<file path="config.mk">
export PLATFORM = sky130hd
export DESIGN_NAME = proc_ctrl
export DESIGN_NICKNAME = d
export VERILOG_FILES = /design/src/rtl/proc_ctrl_pkg.sv /design/src/rtl/proc_ctrl_dec3to8.sv /design/src/rtl/proc_ctrl.sv
export SDC_FILE = /design/constraint.sdc
export NUM_CORES = 1
export LEC_CHECK = 0
export CAP_MARGIN = 40
export CORE_MARGIN = 2
export CORE_UTILIZATION = 32
export CTS_BUF_LIST = sky130_fd_sc_hd__clkbuf_8
export DETAILED_ROUTE_END_ITERATION = 6
export PLACE_DENSITY_LB_ADDON = 0.3
export SETUP_SLACK_MARGIN = 0.2
export SLEW_MARGIN = 0
export SYNTH_ARGS = -nofsm -noshare
export SYNTH_HDL_FRONTEND = slang
export SYNTH_SLANG_ARGS = --single-unit
export TNS_END_PERCENT = 5
</file>
<file path="constraint.sdc">
create_clock -name Clock -period 1.82 [get_ports Clock]
set_input_delay 0.546 -clock Clock [delete_from_list [all_inputs] [get_ports Clock]]
set_output_delay 0.546 -clock Clock [all_outputs]
set_load 0.005 [all_outputs]
</file>
<file path="src/rtl/proc_ctrl_pkg.sv">
// Shared definitions for the processor control unit: step encodings and opcodes.
package proc_ctrl_pkg;

  // Control step of the current instruction; the encoding is visible on Tstep.
  typedef enum logic [1:0] {
    T0 = 2'b00,
    T1 = 2'b01,
    T2 = 2'b10,
    T3 = 2'b11
  } state_t;

  // Opcodes implemented by the controller; 100..111 are decoded as illegal.
  localparam logic [2:0] OP_MV  = 3'b000;
  localparam logic [2:0] OP_MVI = 3'b001;
  localparam logic [2:0] OP_ADD = 3'b010;
  localparam logic [2:0] OP_SUB = 3'b011;

endpackage

</file>
<file path="src/rtl/proc_ctrl_dec3to8.sv">
// 3-to-8 one-hot decoder with enable; selects one of R0..R7 from a register field.
module proc_ctrl_dec3to8 (
  input  logic [2:0] i_w,
  input  logic       i_en,
  output logic [7:0] o_y
);

  // Raise exactly one output bit when enabled, none otherwise.
  always_comb begin
    o_y = 8'h00;
    if (i_en) begin
      o_y[i_w] = 1'b1;
    end
  end

endmodule

</file>
<file path="src/rtl/proc_ctrl.sv">
// Multi-cycle control unit for a small bus-based processor (mv, mvi, add, sub).
// Control outputs are decoded combinationally from the step register, IR and Run.
module proc_ctrl (
  input  logic       Clock,
  input  logic       Resetn,
  input  logic       Run,
  input  logic [8:0] IR,
  output logic       IRin,
  output logic [7:0] Rin,
  output logic [7:0] Rout,
  output logic       Ain,
  output logic       Gin,
  output logic       Gout,
  output logic       DINout,
  output logic       AddSub,
  output logic       Done,
  output logic       Illegal,
  output logic [1:0] Tstep
);

  import proc_ctrl_pkg::*;

  state_t     r_state;
  state_t     w_next;
  logic [2:0] w_op;
  logic [7:0] w_x_oh;
  logic [7:0] w_y_oh;

  assign w_op  = IR[8:6];
  assign Tstep = r_state;

  // Destination register field (X) to a one-hot select.
  proc_ctrl_dec3to8 u_dec_x (
    .i_w  (IR[5:3]),
    .i_en (1'b1),
    .o_y  (w_x_oh)
  );

  // Source register field (Y) to a one-hot select.
  proc_ctrl_dec3to8 u_dec_y (
    .i_w  (IR[2:0]),
    .i_en (1'b1),
    .o_y  (w_y_oh)
  );

  // Step register; reset abandons any instruction in flight and returns to T0.
  always_ff @(posedge Clock or negedge Resetn) begin
    if (!Resetn) begin
      r_state <= T0;
    end else begin
      r_state <= w_next;
    end
  end

  // Per-step control decode and next-step selection; everything forced low in reset.
  always_comb begin
    w_next  = r_state;
    IRin    = 1'b0;
    Rin     = 8'h00;
    Rout    = 8'h00;
    Ain     = 1'b0;
    Gin     = 1'b0;
    Gout    = 1'b0;
    DINout  = 1'b0;
    AddSub  = 1'b0;
    Done    = 1'b0;
    Illegal = 1'b0;
    case (r_state)
      T0: begin
        IRin   = Run;
        w_next = Run ? T1 : T0;
      end
      T1: begin
        case (w_op)
          OP_MV: begin
            Rout   = w_y_oh;
            Rin    = w_x_oh;
            Done   = 1'b1;
            w_next = T0;
          end
          OP_MVI: begin
            DINout = 1'b1;
            Rin    = w_x_oh;
            Done   = 1'b1;
            w_next = T0;
          end
          OP_ADD, OP_SUB: begin
            Rout   = w_x_oh;
            Ain    = 1'b1;
            w_next = T2;
          end
          default: begin
            // Unimplemented opcode: finish immediately without touching the datapath.
            Done    = 1'b1;
            Illegal = 1'b1;
            w_next  = T0;
          end
        endcase
      end
      T2: begin
        Rout   = w_y_oh;
        Gin    = 1'b1;
        AddSub = (w_op == OP_SUB);
        w_next = T3;
      end
      T3: begin
        Gout   = 1'b1;
        Rin    = w_x_oh;
        Done   = 1'b1;
        w_next = T0;
      end
      default: begin
        w_next = T0;
      end
    endcase
    if (!Resetn) begin
      IRin    = 1'b0;
      Rin     = 8'h00;
      Rout    = 8'h00;
      Ain     = 1'b0;
      Gin     = 1'b0;
      Gout    = 1'b0;
      DINout  = 1'b0;
      AddSub  = 1'b0;
      Done    = 1'b0;
      Illegal = 1'b0;
    end
  end

endmodule

</file>
==> qor.csv, run 1 <==
stage,metric,value,unit
logic_synthesis,ys_types,29,
outcome,failed_checks,setup timing,
routing,vias,704,
min_path,hp-class,in -> async,
layout,final_layout_size_suffix_gt1_share,63.5,%
routing,drt-vias-per-instance,5.42,
clock_network,path_clk_slew,0.03,ns
critical_path,r2r_cells,6,
global_route,first_global_vias,648,
routing,drc,0,
layout,antenna_cells,0,
clock_network,clock_latency,0.21,ns
place,portBuffers,37,
sta,setup_ws,-0.440,ns
clock_network,tritoncts,yes,
sta,fin_skew,0.00553,ns
outcome,status,"finished, violations left",
routing,drtIter0Drc,8,
logic_synthesis,yosysWarnings,0,
routing,drt_first_pass_iters,4,
critical_path,reg2reg_from,Tstep[0],
clock_network,root_buffer,clkbuf_8,
global_route,grt_pass1_wl,2.93,mm
layout,n_fill_cell,87,
place,dp_cells,117,
logic_synthesis,postSynthCellCount,56,
routing,ant_nets,0,
critical_path,reg2reg_slack,0.49,ns
routing,wl_per_cell,16.5,µm
sta,hold_viol,0,
floorplanning,fp.dieW,41.0,µm
floorplanning,fp.dieH,41.0,µm
floorplanning,dieArea,0.00168,mm²
floorplanning,ios,38,
critical_path,critPathKind,in -> out,
clock_network,holdBufCountCts,0,
sta,finalCritPeriodShare,124,%
run,max_cap_viol_count,0,
logic_synthesis,post_synth.cell_area_avg,7.82,µm²
layout,layout_common_cells,"buf_2, buf_4, dlygate4sd2_1, clkdlybuf4s50_1",
clock_network,cts_sinks,2,
clock_network,cts_made_buffers,3,
global_route,grt_antenna_before_repair,0,
sta,slew_headroom,78.7,%
floorplanning,initial_core_util,34.1,%
sta,worst_slew_pin_slew,0.318,ns
sta,finalSetupViolCount,23,
layout,area_growth,140,%
sta,period_minus_slack,2.26,ns
critical_path,critPathMaxFanout,4,
global_route,overflow,0,
sta,drv_slew,0,
critical_path,crit_required,1.27,ns
global_route,grt_start_max_net_pins,11,
sta,grt_setup_unrepaired,yes,
logic_synthesis,netlist_area,438,µm²
power,total_leakage_power,0.492,nW
critical_path,arrival,1.71,ns
clock_network,htree_levels,1,
place,dp_hpwl,1.37,mm
logic_synthesis,yosys_register_bits,2,
sta,fmax,443,MHz
logic_synthesis,seq_area_frac_synth,11.4,%
layout,fin_cells,130,
power,ir_drop,0.000805,V
power,power_density,634,mW/mm²
routing,drt-total-wl,2.14,mm
critical_path,cp-end-kind,primary output,
floorplanning,fp.coreArea,0.00128,mm²
floorplanning,core.rowCount,13,
layout,layout.nets,132,
sta,fin_hold_ws,0.278,ns
logic_synthesis,syn_nets,72,
place,gp_congestion,0.853,
clock_network,cts_buffer_depth,2,
critical_path,worstSetupStartpointType,input pin,
global_route,grt_usage,27.2,%
cells by family after synthesis:
family | after synthesis | synth area share [%]
AND/OR/NAND/NOR | 33 | 51.1
multiplexers | 1 | 2.57
buffers and inverters | 3 | 2.86
flip-flops | 2 | 11.4
adder cells (fa/ha/maj) | 4 | 11.4
AO/OA/AOI/OAI | 13 | 20.6
cell type report:
class                           count  area (µm²)  area share [%]
Multi-Input combinational cell     51         509            48.5
Clock inverter                      1        3.75           0.358
Timing Repair Buffer               56         415            39.6
Sequential cell                     2        51.3            4.89
Inverter                            2        10.0           0.954
Tap cell                           15        18.8            1.79
Clock buffer                        3        41.3            3.93
worst max-delay path by stage:
stage,end,from,slack [ns],cells past startpoint
final,Rout[0],IR[7],-0.44,6
after global routing,Rin[3],Tstep[0],-0.50,7
after detailed placement,Rout[2],IR[8],-1.07,5
after CTS,Rout[2],flip-flop,-0.41,7
after global placement,Rout[6],IR[8],-1.02,5
after floorplan,Rout[0],flip-flop,0.04,5
where the power goes:
part	total, mW	leakage (nW)	internal [mW]	switching [mW]
Sequential	0.0733	0.0250	0.0575	0.0157
Combinational	0.415	0.440	0.228	0.187
Clock	0.178	0.0269	0.143	0.0354
Total	0.666	0.492	0.428	0.238
worst max-delay path, cell delays in order:
cell,delay (ns)
clkdlybuf4s15_2,0.26
and3b_2,0.23
buf_6,0.10
nand4b_1,0.23
o32ai_2,0.19
buf_2,0.16
layer usage:
layer / vias to the layer above / global-route usage [%] / wire length, µm
met5: - / 0 / 0
met4: 0 / 11.7 / 21
met3: 2 / 4.35 / 85
met2: 20 / 50.8 / 1170
met1: 344 / 29.3 / 866
li1: 338 / - / -
what timing repair did:
item | in CTS | in global routing
pin swaps | 17 | 6
gates resized for setup | 116 | 9
hold endpoints to repair | 0 | 0
setup buffers | 9 | 0
setup endpoints to repair | 26 | 26
synthesized netlist by cell type (all sizes together):
cell type	count	area [µm²]
mux2	1	11.3
and2	3	18.8
and3b	1	10.0
nor3b	1	12.5
and2b	1	8.76
and4	1	8.76
nand3	1	5.00
dfrtp	2	50.1
nor3	4	20.0
nand2	2	7.51
o32ai	4	35.0
ha	4	50.1
nand4	2	12.5
o21ai	3	15.0
buf	1	5.00
nor2	6	25.0
and3	3	20.0
or2	1	6.26
nand2b	2	12.5
o211ai	1	7.51
nand4b	3	26.3
inv	2	7.51
nor4b	1	23.8
o21a	1	7.51
o22ai	4	25.0
nor2b	1	6.26
stage by stage:
stage / utilization, % / power, mW / area [µm²] / worst slack [ns] / setup TNS, ns
after floorplan: - / 0.239 / 494 / 0.0432 / 0
after global placement: 74.2 / 0.407 / 953 / -1.02 / -21.31
after detailed placement: 74.2 / 0.420 / 953 / -1.07 / -21.88
after CTS: 82.0 / 0.656 / 1050 / -0.407 / -7.04
after global routing: 81.7 / 0.702 / 1050 / -0.495 / -8.44
final: 81.7 / 0.666 / 1050 / -0.440 / -7.48
No activity file was read; power rests on OpenSTA's default activity.
==> inputs of run 2 (changes only) <==
--- a/config.mk
+++ b/config.mk
@@ -12,8 +12,7 @@
 export DETAILED_ROUTE_END_ITERATION = 6
 export PLACE_DENSITY_LB_ADDON = 0.3
 export SETUP_SLACK_MARGIN = 0.2
-export SLEW_MARGIN = 0
 export SYNTH_ARGS = -nofsm -noshare
 export SYNTH_HDL_FRONTEND = slang
 export SYNTH_SLANG_ARGS = --single-unit
-export TNS_END_PERCENT = 5
+export TNS_END_PERCENT = 100
==> qor.csv, run 2 <==
stage,metric,value,unit,change
outcome,status,stopped before the end,,
outcome,lastStage,global routing,,
outcome,error_line,[ERROR DPL-0033] detailed placement checks failed during check placement.,,
logic_synthesis,ys_async_sr_fraction,100,%,unchanged
floorplanning,ios,38,,unchanged
place,dpl_worst_slack,-1.09,ns,-0.0177 ns
floorplanning,core.rowCount,13,,unchanged
logic_synthesis,yosysWarnings,0,,unchanged
logic_synthesis,synth-edff-count,0,,unchanged
logic_synthesis,post_synth.cell_area_avg,7.82,µm²,unchanged
logic_synthesis,ys_types,29,,unchanged
clock_network,root_buffer,clkbuf_8,,
clock_network,holdBufCountCts,0,,unchanged
logic_synthesis,syn_nets,72,,unchanged
logic_synthesis,seq_area_frac_synth,11.4,%,unchanged
floorplanning,fp.dieW,41.0,µm,unchanged
clock_network,cts_sinks,2,,unchanged
clock_network,cts_made_buffers,3,,unchanged
place,dp_cells,117,,unchanged
logic_synthesis,postSynthCellCount,56,,unchanged
clock_network,cts_buffer_depth,2,,unchanged
logic_synthesis,synth_ff_type,dfrtp_1,,
floorplanning,initial_core_util,34.1,%,unchanged
logic_synthesis,synth_area_leader_cell,dfrtp_1,,
place,dp_hpwl,1.44,mm,+5.2%
logic_synthesis,yosysMostFrequentCell,nor2_1,,
global_route,grt_start_max_net_pins,10,,
place,portBuffers,37,,unchanged
sta,worst-ep-kind,primary output,,
global_route,grt_antenna_before_repair,0,,
floorplanning,fp.dieH,41.0,µm,unchanged
sta,grt_repair_worst_endpoint,Rout[1],,
logic_synthesis,synth_common_cells,"nor2_1, ha_1, nor3_1, o22ai_1, o32ai_1",,
logic_synthesis,ys_top_cells_by_area,"dfrtp_1, ha_1, o32ai_1, nand4b_1, o22ai_1",,
clock_network,htree_levels,1,,unchanged
logic_synthesis,yosys_register_bits,2,,unchanged
logic_synthesis,synth.top_cell.area_share,11.4,%,unchanged
logic_synthesis,netlist_area,438,µm²,unchanged
place,gp_congestion,0.729,,-15%
place,dpl_cell_area,977,µm²,+2.5%
==> run 2: cell counts after synthesis <==
Identical to the previous run, type by type.
==> run 2: timing repair <==
item,CTS
resized for setup,142
setup endpoints to repair,26
setup buffers,16
cloned,0
pin swaps,19
==> run 2: logic make-up after synthesis <==
logic type,after synthesis,synth area share [%]
multiplexers,1,2.57
adder cells (fa/ha/maj),4,11.4
flip-flops,2,11.4
AND/OR/NAND/NOR,33,51.1
AO/OA/AOI/OAI,13,20.6
buffers and inverters,3,2.86
==> run 2: through the flow <==
stage | setup TNS, ns | utilization (%)
after floorplan | 0 | -
after global placement | -21.57 | 76.0
after detailed placement | -22.47 | 76.0
after CTS | -6.58 | 89.6
==> inputs of run 3 (changes only) <==
--- a/config.mk
+++ b/config.mk
@@ -6,12 +6,10 @@
 export NUM_CORES = 1
 export LEC_CHECK = 0
 export CAP_MARGIN = 40
-export CORE_MARGIN = 2
-export CORE_UTILIZATION = 32
-export CTS_BUF_LIST = sky130_fd_sc_hd__clkbuf_8
+export CORE_AREA = 2 2 63 65
 export DETAILED_ROUTE_END_ITERATION = 6
-export PLACE_DENSITY_LB_ADDON = 0.3
-export SETUP_SLACK_MARGIN = 0.2
+export DIE_AREA = 0 0 65 67
+export PLACE_DENSITY_LB_ADDON = 0.15
 export SYNTH_ARGS = -nofsm -noshare
 export SYNTH_HDL_FRONTEND = slang
 export SYNTH_SLANG_ARGS = --single-unit
==> qor.csv, run 3 (same netlist as run 1, synthesis figures left out) <==
stage,metric,value,unit,change
sta,finalCritPeriodShare,121,%,
critical_path,critPathMaxFanout,6,,
clock_network,root_buffer,clkbuf_8,,
sta,setup_ws,-0.377,ns,
routing,drt-vias-per-instance,4.21,,
routing,drt_first_pass_iters,4,,
critical_path,crit_required,1.27,ns,
place,gp_congestion,0.752,,+3.1%
power,combPwrFrac,66.0,%,
power,ir_drop,0.000378,V,
layout,seqCellArea,51.3,µm²,
routing,drtIter0Drc,53,,
routing,wl_per_cell,13.2,µm,
clock_network,cts_sinks,2,,unchanged
outcome,failed_checks,setup timing,,
clock_network,path_clk_slew,0.03,ns,
global_route,first_global_vias,774,,
sta,fin_hold_ws,0.415,ns,
layout,layout_common_cells,"buf_2, buf_4, buf_6, dlygate4sd2_1",,
layout,n_fill_cell,407,,
critical_path,crit_path_cell_trace,inv_2 -> buf_6 -> ha_4 -> nand4b_1 -> o32ai_2 -> buf_2,,
critical_path,cp.buffers_inverters,3,,
layout,multi_input_area,569,µm²,
layout,area_growth,181,%,
critical_path,critical_path.max_stage_delay,0.34,ns,
global_route,overflow,0,,
power,p_sw,0.250,mW,
sta,fmax,455,MHz,
floorplanning,core.rowCount,22,,+9
layout,layout_commonest_cell,buf_2,,
critical_path,critPathKind,reg -> out,,
clock_network,cts_buffer_depth,2,,unchanged
clock_network,htree_levels,1,,unchanged
critical_path,cp-end-kind,primary output,,
sta,grt_setup_unrepaired,yes,,
power,finalPower,0.720,mW,
power,power_frac_clock,23.9,%,
sta,slew_headroom,77.4,%,
floorplanning,ios,38,,unchanged
sta,finalSetupViolCount,23,,
place,portBuffers,37,,unchanged
critical_path,cpLargestDelayFamily,buffers and inverters,,
power,power_density,584,mW/mm²,
layout,final_layout_size_suffix_gt1_share,75.6,%,
routing,vias,720,,
floorplanning,fp.dieH,67,µm,+63%
clock_network,clock_latency,0.21,ns,
critical_path,arrival,1.65,ns,
power,swShare,34.7,%,
global_route,grt_usage,10.9,%,
sta,worst_slew_pin_slew,0.338,ns,
floorplanning,dieArea,0.00436,mm²,
clock_network,tritoncts,yes,,
power,power_frac_seq,10.1,%,
sta,hold_viol,0,,
clock_network,cts_made_buffers,3,,unchanged
layout,layout.nets,141,,
sta,period_minus_slack,2.20,ns,
layout,post-route-util,34.2,%,
place,dp_hpwl,1.57,mm,+9.2%
global_route,grt_antenna_before_repair,0,,
sta,drv_slew,0,,
routing,drt-total-wl,2.26,mm,
floorplanning,fp.dieW,65,µm,+59%
routing,ant_nets,0,,
outcome,status,"finished, violations left",,
layout,antenna_cells,0,,
global_route,grt_pass1_wl,3.68,mm,
run,max_cap_viol_count,0,,
floorplanning,initial_core_util,12.1,%,-22 points
floorplanning,fp.coreArea,0.00361,mm²,
min_path,hp-class,in -> async,,
power,total_leakage_power,0.542,nW,
critical_path,critical-path-slowest-cell,dfrtp_1,,
routing,drc,0,,
sta,fin_skew,0.0000715,ns,
critical_path,worstSetupStartpointType,flip-flop,,
power,p_int,0.470,mW,
global_route,grt_start_max_net_pins,7,,
## run 3: through the flow
stage	TNS, ns	cell area, µm²	setup slack [ns]	cells
floorplan	0	438	0.0156	56
global placement	-21.79	961	-1.08	153
CTS	-6.18	1190	-0.364	169
global route	-7.42	1230	-0.463	171
finish	-5.64	1230	-0.377	171
detailed placement	-22.33	961	-1.15	153
## run 3: tightest hold or removal path, stage by stage
cell and delay [ns]:
buf_6 0.09, buf_6 0.10, buf_6 0.09, buf_4 0.10
## run 3: final timing paths
check,depth (start not counted),slack (ns),start,end
worst max-delay path,6,-0.38,flip-flop,Rout[4]
worst min-delay path,4,0.42,Resetn,async pin
worst max register to register,5,0.59,Tstep[0],flip-flop
worst min register to register,3,0.75,Tstep[0],flip-flop
max in group asynchronous,4,1.31,Resetn,Tstep[0]
min in group Clock,2,0.72,Run,Tstep[0]
## run 3: repair_timing
item | 4_1_cts | 5_1_grt
pin swaps | 26 | 21
setup buffers | 12 | 4
hold buffers | 0 | 0
setup endpoints to repair | 24 | 24
resized for setup | 152 | 15
cloned | 1 | 0
## run 3: area by class of cell
| type | instances | area share, % |
|---|---|---|
| tap | 48 | 4.87 |
| clock buffer | 3 | 3.35 |
| multi-input combinational | 51 | 46.2 |
| inverter | 2 | 0.609 |
| timing repair buffer | 65 | 40.8 |
| sequential | 2 | 4.16 |
## run 3: routing by layer
metal	vias to the layer above	part of all wire [%]	global-route usage, %
li1	355	-	-
met1	336	41	12.2
met5	-	0	0
met2	27	53	20.6
met4	0	0.71	3.19
met3	2	5.8	2.03
## run 3: power by group through the flow
stage | Sequential [mW] | Clock, mW | Combinational (mW)
after floorplan | 0.0707 | 0 | 0.130
after global placement | 0.0647 | 0 | 0.324
after detailed placement | 0.0649 | 0 | 0.324
after CTS | 0.0719 | 0.179 | 0.447
after global routing | 0.0749 | 0.182 | 0.515
final | 0.0725 | 0.172 | 0.475
